[src/rtl/dm_arb_pkg.sv]
// Shared types and constants for the data-memory arbiter between the core
// and the host/debug port.
package dm_arb_pkg;

    localparam int DM_ADDR_W   = 4;
    localparam int DM_DATA_W   = 4;
    localparam int DM_MAX_WAIT = 8;

    typedef enum logic [2:0] {
        IDLE,
        WAIT,
        HOLD,
        XFER,
        DONE
    } arb_state_e;

    function automatic int wait_cnt_w(input int max_wait);
        return $clog2(max_wait + 1);
    endfunction

endpackage

[src/rtl/dm_arb_mux.sv]
// Memory-port mux: the core drives the data memory unless the host holds
// the grant for this cycle.
module dm_arb_mux
    import dm_arb_pkg::*;
#(
    parameter int ADDR_W = DM_ADDR_W,
    parameter int DATA_W = DM_DATA_W
) (
    input  logic              host_grant,
    input  logic [ADDR_W-1:0] cpu_addr,
    input  logic [DATA_W-1:0] cpu_wdata,
    input  logic              cpu_wren,
    input  logic [ADDR_W-1:0] host_addr,
    input  logic [DATA_W-1:0] host_wdata,
    input  logic              host_we,
    output logic [ADDR_W-1:0] mem_addr,
    output logic [DATA_W-1:0] mem_wdata,
    output logic              mem_wren
);

    always_comb begin
        mem_addr  = cpu_addr;
        mem_wdata = cpu_wdata;
        mem_wren  = cpu_wren;
        if (host_grant) begin
            mem_addr  = host_addr;
            mem_wdata = host_wdata;
            mem_wren  = host_we;
        end
    end

endmodule

[src/rtl/dm_arbiter.sv]
// Data-memory arbiter: core has priority, host transfers fill idle core
// cycles, and a starved host forces a one-slot core freeze.
module dm_arbiter
    import dm_arb_pkg::*;
#(
    parameter int ADDR_W   = DM_ADDR_W,
    parameter int DATA_W   = DM_DATA_W,
    parameter int MAX_WAIT = DM_MAX_WAIT
) (
    input  logic              clk,
    input  logic              reset,
    input  logic [ADDR_W-1:0] cpu_addr,
    input  logic [DATA_W-1:0] cpu_wdata,
    input  logic              cpu_wren,
    input  logic              cpu_rden,
    output logic [DATA_W-1:0] cpu_rdata,
    input  logic              host_req,
    input  logic              host_we,
    input  logic [ADDR_W-1:0] host_addr,
    input  logic [DATA_W-1:0] host_wdata,
    output logic              host_ack,
    output logic [DATA_W-1:0] host_rdata,
    output logic              cpu_hold,
    output logic [ADDR_W-1:0] mem_addr,
    output logic [DATA_W-1:0] mem_wdata,
    output logic              mem_wren,
    input  logic [DATA_W-1:0] mem_q,
    output logic              host_grant,
    output logic              collision
);

    localparam int CNT_W = wait_cnt_w(MAX_WAIT);

    arb_state_e        state_q, state_d;
    logic [CNT_W-1:0]  wait_cnt_q, wait_cnt_d;
    logic              lat_we_q, lat_we_d;
    logic [ADDR_W-1:0] lat_addr_q, lat_addr_d;
    logic [DATA_W-1:0] lat_wdata_q, lat_wdata_d;
    logic              host_ack_q, host_ack_d;
    logic [DATA_W-1:0] host_rdata_q, host_rdata_d;
    logic              cpu_hold_q, cpu_hold_d;
    logic              collision_q, collision_d;
    logic              cpu_busy;

    assign cpu_busy = cpu_wren | cpu_rden;

    always_comb begin
        state_d      = state_q;
        wait_cnt_d   = wait_cnt_q;
        lat_we_d     = lat_we_q;
        lat_addr_d   = lat_addr_q;
        lat_wdata_d  = lat_wdata_q;
        host_rdata_d = host_rdata_q;
        collision_d  = collision_q;
        host_grant   = 1'b0;
        case (state_q)
            IDLE: begin
                if (host_req) begin
                    lat_we_d    = host_we;
                    lat_addr_d  = host_addr;
                    lat_wdata_d = host_wdata;
                    wait_cnt_d  = '0;
                    state_d     = WAIT;
                end
            end
            WAIT: begin
                if (!cpu_busy) begin
                    host_grant = 1'b1;
                    state_d    = DONE;
                end else begin
                    wait_cnt_d = wait_cnt_q + CNT_W'(1);
                    if (wait_cnt_q == CNT_W'(MAX_WAIT - 1)) state_d = HOLD;
                end
            end
            HOLD: state_d = XFER;
            XFER: begin
                // Forced slot: the host wins even if the core ignored the hold.
                host_grant = 1'b1;
                state_d    = DONE;
                if (cpu_busy) collision_d = 1'b1;
            end
            DONE: begin
                if (!host_req) state_d = IDLE;
            end
            default: state_d = IDLE;
        endcase
        if (host_grant && !lat_we_q) host_rdata_d = mem_q;
        cpu_hold_d = (state_d == HOLD) || (state_d == XFER);
        host_ack_d = (state_d == DONE);
    end

    always_ff @(posedge clk or negedge reset) begin
        if (!reset) begin
            state_q      <= IDLE;
            wait_cnt_q   <= '0;
            lat_we_q     <= 1'b0;
            lat_addr_q   <= '0;
            lat_wdata_q  <= '0;
            host_ack_q   <= 1'b0;
            host_rdata_q <= '0;
            cpu_hold_q   <= 1'b0;
            collision_q  <= 1'b0;
        end else begin
            state_q      <= state_d;
            wait_cnt_q   <= wait_cnt_d;
            lat_we_q     <= lat_we_d;
            lat_addr_q   <= lat_addr_d;
            lat_wdata_q  <= lat_wdata_d;
            host_ack_q   <= host_ack_d;
            host_rdata_q <= host_rdata_d;
            cpu_hold_q   <= cpu_hold_d;
            collision_q  <= collision_d;
        end
    end

    dm_arb_mux #(
        .ADDR_W(ADDR_W),
        .DATA_W(DATA_W)
    ) u_mux (
        .host_grant(host_grant),
        .cpu_addr  (cpu_addr),
        .cpu_wdata (cpu_wdata),
        .cpu_wren  (cpu_wren),
        .host_addr (lat_addr_q),
        .host_wdata(lat_wdata_q),
        .host_we   (lat_we_q),
        .mem_addr  (mem_addr),
        .mem_wdata (mem_wdata),
        .mem_wren  (mem_wren)
    );

    assign cpu_rdata  = mem_q;
    assign host_ack   = host_ack_q;
    assign host_rdata = host_rdata_q;
    assign cpu_hold   = cpu_hold_q;
    assign collision  = collision_q;

endmodule

[config.mk]
export PLATFORM = sky130hd
export DESIGN_NAME = dm_arbiter
export DESIGN_NICKNAME = d
export VERILOG_FILES = /design/src/rtl/dm_arb_pkg.sv /design/src/rtl/dm_arb_mux.sv /design/src/rtl/dm_arbiter.sv
export SDC_FILE = /design/constraint.sdc
export NUM_CORES = 1
export LEC_CHECK = 0
export CAP_MARGIN = 10
export CELL_PAD_IN_SITES_DETAIL_PLACEMENT = 0
export CELL_PAD_IN_SITES_GLOBAL_PLACEMENT = 1
export CORE_ASPECT_RATIO = 0.5
export CORE_MARGIN = 5
export CORE_UTILIZATION = 34
export CTS_CLUSTER_DIAMETER = 100
export DETAILED_ROUTE_END_ITERATION = 10
export GPL_TIMING_DRIVEN = 0
export PLACE_DENSITY = 0.87
export SLEW_MARGIN = 0
export SYNTH_ARGS = -nofsm -noshare
export SYNTH_HDL_FRONTEND = slang
export SYNTH_HIERARCHICAL = 1
export SYNTH_SLANG_ARGS = --single-unit
[constraint.sdc]
create_clock -name clk -period 3.8 [get_ports clk]
set_input_delay 0.38 -clock clk [delete_from_list [all_inputs] [get_ports clk]]
set_output_delay 0.38 -clock clk [all_outputs]
set_load 0.02 [all_outputs]
# == After elaboration in Yosys (flattened, before gate mapping) ==
# Index checks and enable logic that the tools add are counted.
# op_classes
multipliers,0
bitwise_logic,1
n_addsub,1
div,0
n_eq_ne,10
shifts,0
order_cmp,0
n_reduce_logical,8
mux,13
# ops
operator,count
2-to-1 mux 4 bit,4
case mux 3 bit (5 select lines),1
equality test 3 x 2 -> 1 bit (second input constant),4
2-to-1 mux 3 bit,4
case mux 4 bit (2 select lines),1
equality test 3 bit (second input constant),2
adder 4 x 1 -> 4 bit (second input constant),1
equality test 4 x 3 -> 1 bit (second input constant),1
!= test 2 bit (second input constant),2
AND reduction 2 bit,2
equality test 3 x 1 -> 1 bit (second input constant),1
zero test 3 bit,1
AND reduction 3 bit,1
2-to-1 mux 1 bit,2
case mux 1 bit (2 select lines),1
nonzero test 2 bit,1
logical AND 1 bit,1
zero test 1 bit,1
logical OR 1 bit,1
OR 1 bit,1
# totals
ramBits,0
ff_bits,23
latchBits,0
inputBits,26
out_inout_bits,21
memories,0
romBits,0

# == Depth between registers and ports, before layout ==
# Gate-level depths: netlist of the first run.
# depth
ltp_word,6
mapped_depth,5

# == Modules after synthesis ==
# The synthesis of the first run kept the hierarchy.
# modules_own_cells
mod,cells_per_inst,seq_area_each_um2,n_inst,area_each_um2
dm_arbiter,95,575.6,1,1012.2
dm_arb_mux,10,0.0,1,146.4

# == Worst setup path before layout of the first run ==
# Ideal clock, no wire load.
# synth_timing
kind,reg2out
start,register state_q[2]
end,output mem_addr[0]
path_slack_ns,1.827
path_stages_with_launch,6
n_path_buf,2
t_arrival_ns,1.593
cell_sequence,dfrtp_1 > nand2b_1 > buf_6 > nor2_1 > buf_6 > mux2_4
# synth_via
elab_chain_cells,3
word_cells_on_any_way,4
cone_classes,2 x eq/ne; 2 x mux
# synth_lines
element,line_no,text
"start, declared",dm_arbiter.sv:34,"arb_state_e state_q, state_d;"
"start signal, assigned",dm_arbiter.sv:104,state_q <= state_d;
equality test 3 x 2 -> 1 bit or equality test 3 x 1 -> 1 bit (tied branches),dm_arbiter.sv:56,case (state_q)
case mux 1 bit (2 select lines) (*),dm_arbiter.sv:56,
net host_grant,dm_arbiter.sv:28,"output logic host_grant,"
2-to-1 mux 4 bit (*),dm_arb_mux.sv:25,if (host_grant) begin
"end, declared",dm_arbiter.sv:24,"output logic [ADDR_W-1:0] mem_addr,"
# Mark *: on every way through the listed nets, which the timed path passes. The rest lies on a longest branch.

# == Worst setup path in the final report of the first run ==
# layout_timing
start,input cpu_wren
end,output mem_wren
# layout_via
elab_chain_cells,4
# layout_lines
element,line_no,text
"start, declared",dm_arbiter.sv:14,"input logic cpu_wren,"
OR 1 bit,dm_arbiter.sv:45,assign cpu_busy = cpu_wren | cpu_rden;
2-to-1 mux 1 bit,dm_arbiter.sv:67,if (!cpu_busy) begin
case mux 1 bit (2 select lines),dm_arbiter.sv:56,
2-to-1 mux 1 bit (*),dm_arb_mux.sv:25,
"end, declared",dm_arbiter.sv:26,"output logic mem_wren,"
# Mark *: on every way between the ends. The rest lies on a longest branch, timed or not.

==> summary.txt, run 1 <==
Layout area overhead = 48.16%
Mapped Nets = 132
I/O Pins = 47
Library cells used by synthesis = 27
Max transition margin = 29.92%
CP Launch Point = cpu_wren
First DRT Iteration DRCs = 16
Row cnt = 15
Crit path launch type = input port
CTS buffer count = 3
Final number of setup-violating endpoints = 0
Final setup margin = 1077 ps
Die X = 92.56 um
ANT cells = 0
CTS H-tree depth = 1
Total setup buffers inserted after CTS = 0
Sequential area share after synthesis = 49.68%
Gr ovfl total = 0
Number of port buffers = 46
Hold wc startpoint = lat_wdata_q[3]
Vias = 915
Hold slack final = 481.9 ps
Fin crit share = 71.67%
MaxCap Viol Count = 0
Initial Utilization = 34.49%
Area share of the largest cell type after synthesis = 49.68%
First-pass DRT Iterations = 4
Yosys reg bits = 23
Met3 wire len = 135 um
TNS Setup = 0 ps
Peak VDD IR = 0.1419 mV
Status = finished, final reports clean
Max Used Layer = met4
Buf/Inv on CP = 3
Post-synthesis cell area = 1159 um^2
Final slew viol count = 0
GPL Wtd Cong = 0.7963
Number of antenna violations at the first check in global routing = 0
Number of global-route vias before repair = 874
Worst setup EP type = primary output
CP Max Fanout = 9
Crit path time final = 2723 ps
Met1 wire length = 1187 um
Most frequent CP cell = clkdlybuf4s50_1
LEAKAGE = 0.7797 nW
Synthesis warning total = 6
CORE AREA = 3359 um^2
Share of cells above drive strength 1 = 16.13%
CP max stage delay = 560 ps
CP Data Required Time = 3420 ps
Async SR Flop Fraction = 100.0%
DRC = 0
Clk_skew = 4.570 ps
Final hold violations = 0
Fin util = 51.10%
Worst-skew pair later-pin latency = 270 ps
Worst EP arrival = 2340 ps
Critical-path cell list = clkdlybuf4s50_1 > o21ba_2 > nor2_1 > buf_6 > mux2_4 > clkdlybuf4s50_1
Worst-margin pin slew = 1048 ps
Die height = 51.28 um
Die area = 4746 um^2
Top cells by count, synth = 31 x nand2_1, 23 x dfrtp_1, 13 x mux2_4
Top post-synthesis cells by area = dfrtp_1 50%, mux2_4 17%, nand2_1 10%
Syn avg cell area = 11.03 um^2
Worst hold path class = reg2reg
P per Cell Area = 600.7 nW/um^2
Clock slew at reported path FFs = 80 ps
Largest net degree at the start of global routing = 24
Reg2reg start = state_q[1]
Post-synthesis cell count = 105
Clock tree from TritonCTS = yes
CTS root buf = clkbuf_8
Detailed Route WL = 2643 um
Cell taking the most area after synthesis = dfrtp_1
DR vias/cell = 4.645
Primary FF master, synth = dfrtp_1
Post-synth EDFFs = 0
Deepest clock path buffer count = 2
DP Worst Slack = 1086 ps
Critical path type = in2out
Top Family by Delay on Critical Path = buffers and inverters
Slowest stage cell, crit path = clkdlybuf4s50_1
RSZ-0062 raised after global routing = false
Hold buffers post-CTS = 0
Wire per inst = 13.42 um
DP HPWL = 1984 um
Final Power = 1.031 mW
CTS Sinks = 23
Post-CTS sizing = 0
Antenna Nets Post-Route = 0
Fillers = 302
GRT Util Overall = 12.07%
Metal2 WL = 1292 um
# nets final = 183
First-pass GRT wire length = 4347 um
Maximum clock frequency = 367.2 MHz
Most frequent cell after synthesis = nand2_1
[flip-flops by register name, indices dropped and copies added, names as in the netlist]
register     flops
host_rdata       4
lat_addr_q       4
lat_wdata_q      4
wait_cnt_q       4
state_q          3
collision        1
cpu_hold         1
host_ack         1
lat_we_q         1
[worst reg2reg max path, cell delays in order (launching register included)]
cell and delay [ps]:
dfrtp_1 450, or4b_1 600, buf_2 220, o211ai_1 90
o21ai_0 110
[per-stage QoR]
stage | instances | cell area, um^2
2_1_floorplan | 105 | 1159
3_3_place_gp | 193 | 1672
3_5_place_dp | 193 | 1672
4_1_cts | 197 | 1717
5_1_grt | 197 | 1717
6_report | 197 | 1717
[placed cells by master, fill, tap and decap left out, drive strengths merged]
cell type	count
or4b	1
o21bai	2
and3	1
buf	7
a221o	1
mux2	13
nand3	2
nand2b	1
or4bb	1
ha	1
clkdlybuf4s50	46
or3	1
nor4b	1
o211ai	1
o21ai	7
nand2	31
dfrtp	23
nand3b	1
nor2	3
a21oi	1
mux2i	1
or4	1
o31ai	1
o21ba	1
clkbuf	5
and2b	1
[layout make-up]
| cell class | count | area, um^2 | area share, % |
|---|---|---|---|
| repair buffers | 46 | 460.4 | 26.82 |
| plain buffers | 8 | 61.31 | 3.571 |
| clock buffers | 4 | 45.04 | 2.624 |
| well taps | 42 | 52.55 | 3.061 |
| multi-input cells | 74 | 521.8 | 30.39 |
| flip-flops and latches | 23 | 575.6 | 33.53 |
[final timing paths]
check                                       to  slack, ps  depth (start not counted)
worst max-delay path                  mem_wren       1080                          6
worst min-delay path            lat_wdata_q[3]        480                          2
worst max register to register   wait_cnt_q[0]       2210                          4
worst min register to register  lat_wdata_q[3]        480                          2
max in group asynchronous        lat_addr_q[2]       2480                          1
min in group asynchronous        host_rdata[3]        680                          1
[power by group]
part / switching, mW / total (mW) / internal, mW
Combinational: 0.220 / 0.468 / 0.248
Clock: 0.0780 / 0.153 / 0.0749
Sequential: 0.0662 / 0.410 / 0.344
[routing by layer]
layer	GRT usage [%]	vias to the layer above
li1	-	456
met1	14.75	434
met2	19.93	20
met3	3.676	5
met4	5.172	0
met5	0	-
[cells by family after synthesis]
group / share of synthesized area (%)
flip-flops: 49.68
AO/OA/AOI/OAI: 7.775
buffers and inverters: 5.291
AND/OR/NAND/NOR: 18.47
adder cells (fa/ha/maj): 1.080
multiplexers: 17.71
Note: power is estimated with default switching activity, not from simulation.
==> run 2: changes to the inputs <==
--- a/config.mk
+++ b/config.mk
@@ -10,11 +10,11 @@
 export CELL_PAD_IN_SITES_GLOBAL_PLACEMENT = 1
 export CORE_ASPECT_RATIO = 0.5
 export CORE_MARGIN = 5
-export CORE_UTILIZATION = 34
+export CORE_UTILIZATION = 29
 export CTS_CLUSTER_DIAMETER = 100
 export DETAILED_ROUTE_END_ITERATION = 10
 export GPL_TIMING_DRIVEN = 0
-export PLACE_DENSITY = 0.87
+export PLACE_DENSITY = 0.8
 export SLEW_MARGIN = 0
 export SYNTH_ARGS = -nofsm -noshare
 export SYNTH_HDL_FRONTEND = slang
==> constraint.sdc (replaced) <==
create_clock -name clk -period 2.4 [get_ports clk]
set_input_delay 0.24 -clock clk [delete_from_list [all_inputs] [get_ports clk]]
set_output_delay 0.24 -clock clk [all_outputs]
set_load 0.02 [all_outputs]
==> run 2 against run 1 <==
Effect of this change: combinational power grew 54%; critical path depth stayed put; die area increased by 15%; clock power is 56% higher; hold slack got worse by 2.8 ps; clock skew is 2.2 ps lower.
==> summary.txt, run 2 (synthesis gave the netlist of run 1 again) <==
CTS root buf = clkbuf_8 (unchanged)
CP Data Required Time = 2160 ps (was 3420 ps)
GRT Util Overall = 10.84% (was 12.07%)
Initial Utilization = 29.83% (was 34.49%)
ANT cells = 0 (unchanged)
Slowest stage cell, crit path = dfrtp_1 (was clkdlybuf4s50_1)
Maximum clock frequency = 446.1 MHz
Layout area overhead = 48.60% (was 48.16%)
CORE AREA = 3884 um^2 (was 3359 um^2)
First-pass GRT wire length = 4429 um (was 4347 um)
Row cnt = 16 (was 15)
P per Cell Area = 935.0 nW/um^2 (was 600.7 nW/um^2)
Peak VDD IR = 0.2961 mV (was 0.1419 mV)
Number of global-route vias before repair = 946 (was 874)
Final hold violations = 0 (unchanged)
R2R Path End = wait_cnt_q[0] (unchanged)
Worst hold path class = reg2reg (unchanged)
DR vias/cell = 4.378 (was 4.645)
CTS Sinks = 23 (unchanged)
TNS Setup = 0 ps (unchanged)
Commonest cells after routing, fill and taps aside = 37 x clkdlybuf4s50_1, 31 x nand2_1, 23 x dfrtp_1, 13 x mux2_4, 9 x dlygate4sd2_1 (was 46 x clkdlybuf4s50_1, 31 x nand2_1, 23 x dfrtp_1, 13 x mux2_4, 7 x o21ai_0)
Total setup buffers inserted after CTS = 0 (unchanged)
Final slew viol count = 0 (unchanged)
Critical-path cell list = nand2b_1 > buf_6 > nor2_1 > buf_6 > mux2_4 > dlygate4sd2_1 (was clkdlybuf4s50_1 > o21ba_2 > nor2_1 > buf_6 > mux2_4 > clkdlybuf4s50_1)
I/O Pins = 47 (unchanged)
Die area = 5436 um^2 (was 4746 um^2)
Detailed Route WL = 2681 um (was 2643 um)
CTS H-tree depth = 1 (unchanged)
CP Launch Point = state_q[2] (was cpu_wren)
Most frequent CP cell = buf_6 (was clkdlybuf4s50_1)
Worst setup EP type = primary output (unchanged)
Worst EP arrival = 2000 ps (was 2340 ps)
CP Max Fanout = 9 (unchanged)
Die X = 99.39 um (was 92.56 um)
Hold path depth = 1 (was 2)
LEAKAGE = 0.7955 nW (was 0.7797 nW)
Crit path launch type = flip-flop (was input port)
Reg2reg start = state_q[1] (unchanged)
CTS buffer count = 3 (unchanged)
Worst-margin pin slew = 1041 ps (was 1048 ps)
Gr ovfl total = 0 (unchanged)
First DRT Iteration DRCs = 12 (was 16)
Setup crit end = mem_wdata[2] (was mem_wren)
Deepest clock path buffer count = 2 (unchanged)
Number of cells in the finished layout apart from fillers = 209 (was 197)
Buf/Inv on CP = 3 (unchanged)
Number of antenna violations at the first check in global routing = 0 (unchanged)
Final number of setup-violating endpoints = 0 (unchanged)
Crit path time final = 2242 ps
GPL Wtd Cong = 0.7991 (was 0.7963)
Number of port buffers = 46 (unchanged)
Antenna Nets Post-Route = 0 (unchanged)
Fin crit share = 93.41%
Clock tree from TritonCTS = yes (unchanged)
Worst-skew pair later-pin latency = 260 ps (was 270 ps)
Inst Count DP = 205 (was 193)
Top Family by Delay on Critical Path = buffers and inverters (unchanged)
CP Depth = 6 (unchanged)
Worst reg2reg setup slack = 840 ps (was 2210 ps)
RSZ-0062 raised after global routing = false (unchanged)
Clk_skew = 2.324 ps (was 4.570 ps)
Wire per inst = 12.83 um (was 13.42 um)
Commonest non-fill, non-tap cell in the layout = clkdlybuf4s50_1 (unchanged)
Status = finished, final reports clean (unchanged)
DRC = 0 (unchanged)
R2R cell count = 4 (unchanged)
# nets final = 183 (unchanged)
CP max stage delay = 420 ps (was 560 ps)
First-pass DRT Iterations = 4 (unchanged)
DP HPWL = 2073 um (was 1984 um)
Die height = 54.70 um (was 51.28 um)
MaxCap Viol Count = 0 (unchanged)
Clock slew at reported path FFs = 80 ps (about the same)
Critical path type = reg2out (was in2out)
Max transition margin = 30.35% (was 29.92%)
Vias = 915 (unchanged)
Largest net degree at the start of global routing = 24 (unchanged)
Share of cells above drive strength 1 = 16.77% (was 16.13%)
[run 2: cell types whose count changed in the layout (fill, tap and decap cells not counted), sizes merged]
| cell | previous run | this run |
|---|---|---|
| clkdlybuf4s50 | 46 | 37 |
| clkbuf | 5 | 4 |
| clkinv | 0 | 1 |
| dlygate4sd2 | 0 | 9 |
[run 2: layout make-up]
type | count | area [um^2]
fill | 378 | 2162
sequential | 23 | 575.6
multi-input combinational | 74 | 521.8
timing repair buffer | 46 | 449.2
tap | 54 | 67.56
buffer | 8 | 61.31
clock buffer | 3 | 41.29
clock inverter | 1 | 5.005
[run 2: what timing repair did]
action                                  4_1_cts  5_1_grt
resized for setup                             9        0
endpoints found under the setup margin        9        0
hold buffers                                  0        0
[run 2: power breakdown]
group          internal, mW  leakage, nW  switching (mW)
clock                 0.116       0.0255           0.123
sequential            0.545        0.291           0.104
combinational         0.374        0.479           0.348
total                  1.04        0.795           0.575
[run 2: worst min path at each step]
stage | from | endpoint | slack, ps
after floorplan | reset | collision | -60
after global placement | lat_addr_q[0] | lat_addr_q[0] | 460
after detailed placement | collision | collision | 470
after CTS | host_addr[0] | lat_addr_q[0] | 480
after global routing | host_addr[0] | lat_addr_q[0] | 490
final | collision | collision | 480
[run 2: routing by layer]
metal / part of all wire, % / track usage (%) / wire length, um
met1: 42 / 12.36 / 1136
met2: 52 / 19.33 / 1403
met3: 3.3 / 2.799 / 88
met4: 2.0 / 5.896 / 53
met5: 0 / 0 / 0
[run 2: through the flow]
stage	worst slack (ps)	power, mW	instance area, um^2	hold WS (ps)	utilization (%)
floorplan	567.3	1.104	1159	-55.59	-
global placement	-47.36	1.392	1687	461.9	43.43
global route	37.69	1.739	1722	491.4	44.33
finish	158.1	1.610	1722	479.0	44.33
detailed placement	-67.47	1.408	1687	465.1	43.43
CTS	121.7	1.635	1722	481.6	44.33
[run 2: worst register-to-register path: cells and delay by family, from the launching register on]
| family | cells | cell delay (ps) |
|---|---|---|
| AOI/OAI and AO/OA | 2 | 180 |
| buffers and inverters | 1 | 220 |
| DFF | 1 | 450 |
| and+or+nand+nor | 1 | 600 |
==> run 3: changes to the inputs <==
--- a/config.mk
+++ b/config.mk
@@ -20,3 +20,4 @@
 export SYNTH_HDL_FRONTEND = slang
 export SYNTH_HIERARCHICAL = 1
 export SYNTH_SLANG_ARGS = --single-unit
+export TNS_END_PERCENT = 20
==> constraint.sdc (replaced) <==
create_clock -name clk -period 2.4 [get_ports clk]
set_input_delay 0.24 -clock clk [delete_from_list [all_inputs] [get_ports clk]]
set_output_delay 0.24 -clock clk [all_outputs]
set_load 0.005 [all_outputs]
==> run 3 against run 2 <==
Effect of this change: sequential share of layout area fell by 0.78 points; register-to-register slack hardly changed; first-iteration DRC count fell by 42%; largest power group unchanged.
==> summary.txt, run 3 (synthesis gave the netlist of run 1 again) <==
Commonest cells after routing, fill and taps aside = 46 x clkdlybuf4s50_1, 31 x nand2_1, 23 x dfrtp_1, 13 x mux2_4 (was 37 x clkdlybuf4s50_1, 31 x nand2_1, 23 x dfrtp_1, 13 x mux2_4, 9 x dlygate4sd2_1)
CORE AREA = 3884 um^2 (unchanged)
Final setup margin = 105.9 ps (was 158.1 ps)
Clk_skew = 2.004 ps (was 2.324 ps)
Crit path time final = 2294 ps (was 2242 ps)
Final Power = 1.563 mW (was 1.610 mW)
GRT Util Overall = 11.01% (was 10.84%)
GPL Wtd Cong = 0.7991 (unchanged)
DR vias/cell = 4.377 (was 4.378)
Initial Utilization = 29.83% (unchanged)
Die X = 99.39 um (unchanged)
DP HPWL = 2073 um (unchanged)
Final number of setup-violating endpoints = 0 (unchanged)
RSZ-0062 raised after global routing = false (unchanged)
TNS Setup = 0 ps (unchanged)
CTS root buf = clkbuf_8 (unchanged)
CTS H-tree depth = 1 (unchanged)
Gr ovfl total = 0 (unchanged)
MaxCap Viol Count = 0 (unchanged)
Largest net degree at the start of global routing = 24 (unchanged)
Die area = 5436 um^2 (unchanged)
Worst hold path class = reg2reg (unchanged)
Critical path type = reg2out (unchanged)
Worst setup EP type = primary output (unchanged)
Worst EP arrival = 2050 ps (was 2000 ps)
CTS Sinks = 23 (unchanged)
Final slew viol count = 0 (unchanged)
Critical-path cell list = nand2b_1 > buf_6 > nor2_4 > buf_4 > mux2_4 > clkdlybuf4s50_1 (was nand2b_1 > buf_6 > nor2_1 > buf_6 > mux2_4 > dlygate4sd2_1)
Deepest clock path buffer count = 2 (unchanged)
I/O Pins = 47 (unchanged)
Row cnt = 16 (unchanged)
ANT cells = 0 (unchanged)
Final hold violations = 0 (unchanged)
Status = finished, final reports clean (unchanged)
DRC = 0 (unchanged)
Worst-skew pair later-pin latency = 260 ps (about the same)
Number of antenna violations at the first check in global routing = 0 (unchanged)
Commonest non-fill, non-tap cell in the layout = clkdlybuf4s50_1 (unchanged)
CP Max Fanout = 9 (unchanged)
Peak VDD IR = 0.3025 mV (was 0.2961 mV)
Crit path launch type = flip-flop (unchanged)
First-pass DRT Iterations = 4 (unchanged)
Detailed Route WL = 2737 um (was 2681 um)
Slowest stage cell, crit path = clkdlybuf4s50_1 (was dfrtp_1)
First-pass GRT wire length = 4491 um (was 4429 um)
Share of cells above drive strength 1 = 18.99% (was 16.77%)
Vias = 928 (was 915)
Number of global-route vias before repair = 951 (was 946)
Fin util = 45.39% (was 44.33%)
Worst-margin pin slew = 1039 ps (was 1041 ps)
Clock tree from TritonCTS = yes (unchanged)
Layout area overhead = 52.16% (was 48.60%)
Die height = 54.70 um (unchanged)
LEAKAGE = 0.7986 nW (was 0.7955 nW)
CTS buffer count = 3 (unchanged)
Fillers = 373 (was 378)
Max transition margin = 30.52% (was 30.35%)
P per Cell Area = 886.4 nW/um^2 (was 935.0 nW/um^2)
Antenna Nets Post-Route = 0 (unchanged)
DP Worst Slack = 22.34 ps (was -67.47 ps)
# nets final = 186 (was 183)
Number of port buffers = 46 (unchanged)
CP max stage delay = 440 ps (was 420 ps)
Wire per inst = 12.91 um (was 12.83 um)
CP Data Required Time = 2160 ps (about the same)
Maximum clock frequency = 435.9 MHz (was 446.1 MHz)
Fin crit share = 95.59% (was 93.41%)
Clock slew at reported path FFs = 80 ps (about the same)
First DRT Iteration DRCs = 7 (was 12)
-- run 3: cell count changes in the layout (fill, tap and decap cells not counted), sizes merged --
cell / previous run / this run
clkdlybuf4s50: 37 / 46
buf: 7 / 10
dlygate4sd2: 9 / 0
-- run 3: layout make-up --
cell class,instances,area (um^2),share of cell area (%)
buffer,8,61.31,3.478
clock buffer,3,41.29,2.342
clock inverter,1,5.005,0.2839
multi-input combinational,74,529.3,30.02
sequential,23,575.6,32.65
tap,54,67.56,3.833
timing repair buffer,49,483.0,27.40
-- run 3: path summary, 6_finish.rpt --
check / slack (ps) / endpoint / depth (start not counted) / startpoint
max in group asynchronous: 1240 / lat_wdata_q[3] / 1 / reset
setup / recovery: 110 / mem_wdata[3] / 6 / state_q[2]
hold / removal: 480 / collision / 1 / collision
min in group asynchronous: 540 / state_q[2] / 1 / reset
hold reg to reg: 480 / collision / 1 / collision
setup reg to reg: 840 / host_rdata[3] / 4 / state_q[2]
-- run 3: report_power, final --
part	internal, mW	leakage [nW]	switching [mW]
registers	0.545	0.291	0.104
logic	0.408	0.482	0.266
clock network	0.116	0.0255	0.124
total	1.07	0.799	0.494
-- run 3: metrics by stage --
| stage | area, um^2 | hold WS [ps] | std cells |
|---|---|---|---|
| 2_1_floorplan | 1159 | -55.59 | 105 |
| 3_3_place_gp | 1687 | 461.9 | 205 |
| 3_5_place_dp | 1687 | 465.1 | 205 |
| 4_1_cts | 1743 | 481.6 | 210 |
| 5_1_grt | 1763 | 491.4 | 212 |
| 6_report | 1763 | 479.0 | 212 |
-- run 3: worst max-delay path: cells and delay by family (launching register included) --
kind / cells / cell delay (ps)
flops: 1 / 410
buf+inv: 3 / 770
simple gates: 2 / 320
mux: 1 / 300
-- run 3: metal layers --
| metal | vias to the layer above | wire [um] | global-route usage (%) | share of wire (%) |
|---|---|---|---|---|
| met3 | 7 | 96 | 2.799 | 3.5 |
| met5 | - | 0 | 0 | 0 |
| met1 | 442 | 1168 | 12.66 | 43 |
| li1 | 460 | - | - | - |
| met2 | 19 | 1407 | 19.56 | 51 |
| met4 | 0 | 64 | 5.896 | 2.3 |
-- run 3: repair_timing --
item / CTS / global route
setup buffers: 0 / 2
cloned: 1 / 0
hold buffers: 0 / 0
endpoints found under the setup margin: 6 / 9
resized for setup: 2 / 1
